`src/rtl/add_shift_datapath.sv`:
```
// Register/adder datapath of the shift-and-add multiplier: C/A/Q/M registers,
// product capture on the rising edge of the sequencer's ready level.
module add_shift_datapath #(
   parameter int N = 4
) (
   input  logic             clock,
   input  logic             reset,
   input  logic             init,
   input  logic             add,
   input  logic             shift,
   input  logic             ready,
   input  logic [N-1:0]     multiplicand,
   input  logic [N-1:0]     multiplier,
   output logic             Q0,
   output logic [2*N-1:0]   product,
   output logic             product_valid,
   output logic             done,
   output logic             error
);

   logic         c;
   logic [N-1:0] a;
   logic [N-1:0] q;
   logic [N-1:0] m;
   logic         ready_d;
   logic [N:0]   sum;
   logic         capture;

   assign sum     = {1'b0, a} + {1'b0, m};
   assign capture = ready & ~ready_d & ~init;
   assign Q0      = q[0];

   // Arithmetic registers: init > conflicting strobes > add > shift > hold.
   always_ff @(posedge clock or posedge reset) begin
      if (reset) begin
         c     <= 1'b0;
         a     <= '0;
         q     <= '0;
         m     <= '0;
         error <= 1'b0;
      end else if (init) begin
         m     <= multiplicand;
         q     <= multiplier;
         a     <= '0;
         c     <= 1'b0;
         error <= 1'b0;
      end else if (add && shift) begin
         error <= 1'b1;
      end else if (add) begin
         {c, a} <= sum;
      end else if (shift) begin
         a <= {c, a[N-1:1]};
         q <= {a[0], q[N-1:1]};
         c <= 1'b0;
      end
   end

   // Capture samples {A,Q} as they stand before this edge's add/shift.
   always_ff @(posedge clock or posedge reset) begin
      if (reset) begin
         ready_d       <= 1'b0;
         product       <= '0;
         product_valid <= 1'b0;
         done          <= 1'b0;
      end else begin
         ready_d <= ready;
         done    <= 1'b0;
         if (init) begin
            product_valid <= 1'b0;
         end else if (capture) begin
            product       <= {a, q};
            product_valid <= 1'b1;
            done          <= 1'b1;
         end
      end
   end

endmodule

```
`config.mk`:
```
export PLATFORM = sky130hd
export DESIGN_NAME = add_shift_datapath
export DESIGN_NICKNAME = d
export VERILOG_FILES = /design/src/rtl/add_shift_datapath.sv
export SDC_FILE = /design/constraint.sdc
export NUM_CORES = 1
export LEC_CHECK = 0
export BUFFER_PORTS_ARGS = -buffer_cell sky130_fd_sc_hd__buf_2
export CORE_ASPECT_RATIO = 1.5
export CORE_MARGIN = 5
export CORE_UTILIZATION = 30
export CTS_CLUSTER_SIZE = 30
export DETAILED_ROUTE_END_ITERATION = 16
export HOLD_SLACK_MARGIN = 0.02
export PLACE_DENSITY = 0.61
export SLEW_MARGIN = 20
export SYNTH_ARGS = -nofsm -noshare
export SYNTH_HDL_FRONTEND = slang
export SYNTH_SLANG_ARGS = --single-unit
```
`constraint.sdc`:
```
create_clock -name clock -period 2.3 [get_ports clock]
set_input_delay 0.115 -clock clock [delete_from_list [all_inputs] [get_ports clock]]
set_output_delay 0.115 -clock clock [all_outputs]
set_load 0.02 [all_outputs]
```
Word level (Yosys, flattened, before mapping)

Index checks and enable logic that the tools add are counted.

Mux-type cells: 18
Reductions and logical operators: 8
Eq/ne operators: 2
Bitwise gates (word level): 4
$add $sub $neg: 1

Operator list:

| operator             | number |
|---|---|
| $mux W4              | 8 |
| $mux W1              | 10 |
| $reduce_bool A2 Y1   | 3 |
| $add A4 B4 Y5        | 1 |
| $ne A2 B2 Y1 const B | 2 |
| $reduce_and A2 Y1    | 2 |
| $reduce_and A3 Y1    | 1 |
| $reduce_bool A3 Y1   | 1 |
| $and A1 B1 Y1        | 2 |
| $not A1 Y1           | 2 |
| $logic_and A1 B1 Y1  | 1 |

Word-level logic and storage cells: 42
Flip-flop bits (word level): 25
Input port bits: 14

Longest topological paths before layout

Depth after elaboration: 5
Mapped depth: 5

Worst setup path after synthesis

No wires, ideal clock.

Kind: register to register
Start point: register a[0]
End point: register a[2]
Arrival: 1.368 ns
Setup slack: 0.795 ns
Buffers on the path: 0
Cell stages (with the launch flop): 6
Data required time: 2.164 ns
Cell sequence: dfrtp_1 > ha_1 > fa_1 > xor2_1 > a22oi_1 > a21oi_1

Cells in the longest elaborated chain, start to end: 4

Ends and longest elaborated chain:

| item                   | RTL line | text |
|---|---|---|
| start, declared        | 22       | `logic [N-1:0] a;` |
| start signal, assigned | 50       | `{c, a} <= sum;` |
| start signal, assigned | 52       | `a <= {c, a[N-1:1]};` |
| $add A4 B4 Y5          | 29       | `assign sum = {1'b0, a} + {1'b0, m};` |
| $mux W4                | 49       | `end else if (add) begin` |
| $mux W4                | 47       | `end else if (add && shift) begin` |
| $mux W4                | 41       | `end else if (init) begin` |

Every way passes these cells. The select of a mux whose other input is x is not followed.
A chain may end at the register's enable or synchronous reset.

Final worst setup path

Start point: register a[0]
End point: register c

Cells in the longest elaborated chain, start to end: 4

Ends and longest elaborated chain:

| item                 | RTL line | text |
|---|---|---|
| $add A4 B4 Y5        | 29       |  |
| $mux W1              | 49       |  |
| $mux W1              | 47       |  |
| $mux W1              | 41       |  |
| end signal, assigned | 50       |  |
| end, declared        | 21       | `logic c;` |

Every way passes these cells. The select of a mux whose other input is x is not followed.

==> impl.org <==
** Status
- The flow ran to the end, and the final reports show no timing, DRC or antenna violations.

** STA
- Skew final :: 1.33 ps
- Total negative slack :: 0 ps
- Final hold violation count :: 0
- Timing would allow up to 616 MHz.
- Clock period minus final worst setup slack :: 1620 ps
- Setup repair after global routing left no endpoint under its margin.
- Slew of the pin with the lowest slew margin :: 944 ps
- After layout, the worst path uses 70.6% of the clock period.
- Max-slew violation count :: 0
- Total setup violations reported at the end of the flow :: 0
- Headroom to the max-slew limit came out at 37.0%.

** Critical path
- The worst register-to-register path ends at c.
- R2r worst-path depth :: 5
- Setup slack on the worst reg-to-reg path comes out at 680 ps.
- Worst setup SP type :: register
- Following the worst setup path forward leads to its endpoint at c.
- Kind of capture point of the worst setup path :: register
- The startpoint identified for the worst register-to-register timing path is a[0].
- The setup path with the least slack is of type register to register.
- In this run the worst path has a maximum fanout of 4.
- Critical path data required time :: 2440 ps
- Data arrives at the worst endpoint at 1760 ps.
- The critical path starts at a[0].

** Placement
- The congestion estimate from routability-driven global placement came to 0.796.
- Buffers placed on the I/O ports in this run total 25.
- Placed wire-length estimate :: 1.74 mm
- Placed instance count :: 162

** Clocking
- TritonCTS built the clock tree.
- Clock buffer depth :: 2
- Register clock-pin slew on the reported worst setup and hold paths :: 90 ps
- The later pin in the worst-skew pair is clocked with a latency of 260 ps.
- The root buffer cell chosen for the clock tree is clkbuf_8.
- After clock tree synthesis, the setup repair step added 0 buffers.
- TritonCTS buffer count :: 3
- In this run the number of H-tree levels came out at 1.
- The clock drives 25 sinks.

** Finish
- Number of fillers in the final layout :: 432
- Area overhead of the layout relative to synthesis :: 15.3%
- NumNets Final :: 142
- Fraction of layout cells with a size suffix above 1 :: 36.1%
- Count of inserted antenna diode cells :: 0
- The count of cells in the finished layout, fillers not included, comes to 167.
- Combined area of the multi-input logic cells :: 508 µm²
- The sequential cells in the finished layout cover a total of 626 µm².

** Global route
- Global routing used 9.71% of the available tracks.
- Wire length of the first global-routing pass :: 4.01 mm
- Pin count of the biggest net entering global routing :: 26
- The initial antenna violation count is 0.
- Global route overflow :: 0
- The number of global-route vias before repair came to 932.

** Power
- The internal power of the cells totals 0.000705 W.
- VDD sags by at most 0.000306 V.
- Combinational power share :: 21.1%
- Net switching is 28.7% of the power.
- Standby leakage power :: 0.686 nW
- Net switching power :: 0.000283 W
- Portion of total power attributed to the clock network :: 26.3%
- Power per cell area :: 712 nW/µm²
- Sequential cells account for 52.6% of the total power.

** Yosys
- Share of flip-flops with an asynchronous set or reset :: 100%
- Among all cell types in the netlist, the one instantiated most often is dfrtp_1.
- Post-Syn Instances :: 97
- Avg Inst Size Synth :: 12.4 µm²
- Prevailing post-synth register cell :: dfrtp_1
- Mapped Nets :: 116
- The synthesized design contains 0 enable-type register cells.
- Ranked by total cell area, the synthesized netlist is headed by dfrtp_1, mux2_2, buf_6.
- The synthesized design contains 25 register bits.
- Yosys warns :: 0
- Of all cell types, the one taking the most synthesized area is dfrtp_1.
- Synth top cells by count :: dfrtp_1, mux2_2, nand2_1, a21oi_1
- After synthesis, the netlist uses 29 different library cells.
- The cell area that synthesis handed to floorplanning was 1200 µm².
- The top cell type by area accounts for 51.9% of the synthesized area.
- For this run, the register share of the synthesized area comes to 51.9%.

** Run
- Across the run, the number of max-cap violations was 0.

** Drt
- Per-cell via count in the routed design :: 4.88
- In this run the remaining antenna-violating nets after routing total 0.
- Total via count in the routed design :: 815
- In the routed design, unresolved DRC markers number 0.
- After the first detailed-routing iteration, the DRC count stood at 25.
- For this block, the routed nets add up to 2.31 mm of wire.
- Average wire length per cell after detail routing :: 13.8 µm
- The first TritonRoute pass finished after 4 iterations.

** Worst hold path
- In this run the worst hold path is classified as input pin to async pin.

** Floorplan
- The die covers 5410 µm².
- Std-Cell Rows :: 28
- The initial utilization of the core area, before any placement, comes to 30.7%.
- Number of primary I/O pins :: 26
- Die extent in y :: 87.6 µm
- Overall die width :: 61.7 µm
- The total area inside the core boundary comes to 3920 µm².
repair_timing:
| item | CTS | global route |
|---|---|---|
| hold buffers | 1 | 0 |
| endpoints found under the hold margin | 1 | 0 |
| gates resized for setup | 0 | 0 |
critical path, stage by stage, from the launching register on:
cell and delay [ps]:
dfrtp_1 420, ha_1 240, fa_1 410, a21oi_1 140, a2bb2oi_1 190, a311oi_1 100
layout by cell type, fill, tap and decap left out, types with 2 or more instances in the layout:
cell type  Yosys  routed
dfrtp_1       25      25
buf_2          0      25
mux2_2        12      12
nand2_1        9       9
a21oi_1        7       7
mux2i_1        5       5
o21ai_0        4       4
ha_1           4       4
a22oi_1        3       3
inv_1          3       3
clkbuf_8       0       3
nand3_1        2       2
final cells by class:
cell class,count,share of cell area [%]
Clock buffer,4,3.24
Multi-Input combinational cell,63,36.6
Timing Repair Buffer,27,10.3
Tap cell,45,4.05
Sequential cell,25,45.0
Inverter,3,0.811
power groups by stage:
| stage | Sequential, W | Clock (W) | Combinational, W |
|---|---|---|---|
| floorplan | 0.000561 | 0 | 0.000117 |
| global placement | 0.000529 | 0 | 0.000206 |
| detailed placement | 0.000530 | 0 | 0.000212 |
| CTS | 0.000521 | 0.000269 | 0.000214 |
| global route | 0.000528 | 0.000283 | 0.000234 |
| finish | 0.000520 | 0.000260 | 0.000209 |
through the flow:
step           utilization (%)  hold slack, ps  cell area [µm²]  worst slack, ps  power (W)
6_report                  35.4            47.2             1390              677   0.000989
5_1_grt                   35.4            67.3             1390              597    0.00104
4_1_cts                   35.4            53.2             1390              679    0.00100
3_5_place_dp              34.0             244             1330              699   0.000742
3_3_place_gp              34.0             240             1330              735   0.000735
2_1_floorplan                -             142             1200              795   0.000678
worst min-delay path by stage:
stage,startpoint,endpoint,slack [ps],cells after the start
6_report,reset,done,50,2
5_1_grt,multiplier[0],q[0],70,3
4_1_cts,multiplier[0],q[0],50,3
3_5_place_dp,ready,ready_d,240,1
3_3_place_gp,ready,ready_d,240,1
2_1_floorplan,reset,a[0],140,1
sequential cells by signal (all words and copies together), names as in the netlist, 4 cells and up:
| register | cells |
|---|---|
| product | 8 |
| a | 4 |
| m | 4 |
| q | 4 |
routing by layer:
metal	wire length, µm	vias to the layer above	GRT usage [%]
met4	34	0	4.05
li1	-	391	-
met3	113	4	1.77
met5	0	-	0
met1	929	403	10.7
met2	1230	17	17.5
cells by family (layout without fill, tap and decap cells):
group | Yosys count | after routing | synth area share [%]
multiplexers | 17 | 17 | 15.4
AND/OR/NAND/NOR | 19 | 19 | 9.35
AO/OA/AOI/OAI | 20 | 20 | 10.2
XOR/XNOR | 2 | 2 | 1.45
buffers and inverters | 9 | 34 | 5.92
flip-flops | 25 | 25 | 51.9
adder cells (fa/ha/maj) | 5 | 5 | 5.82
Note: power is estimated with default switching activity, not from simulation.
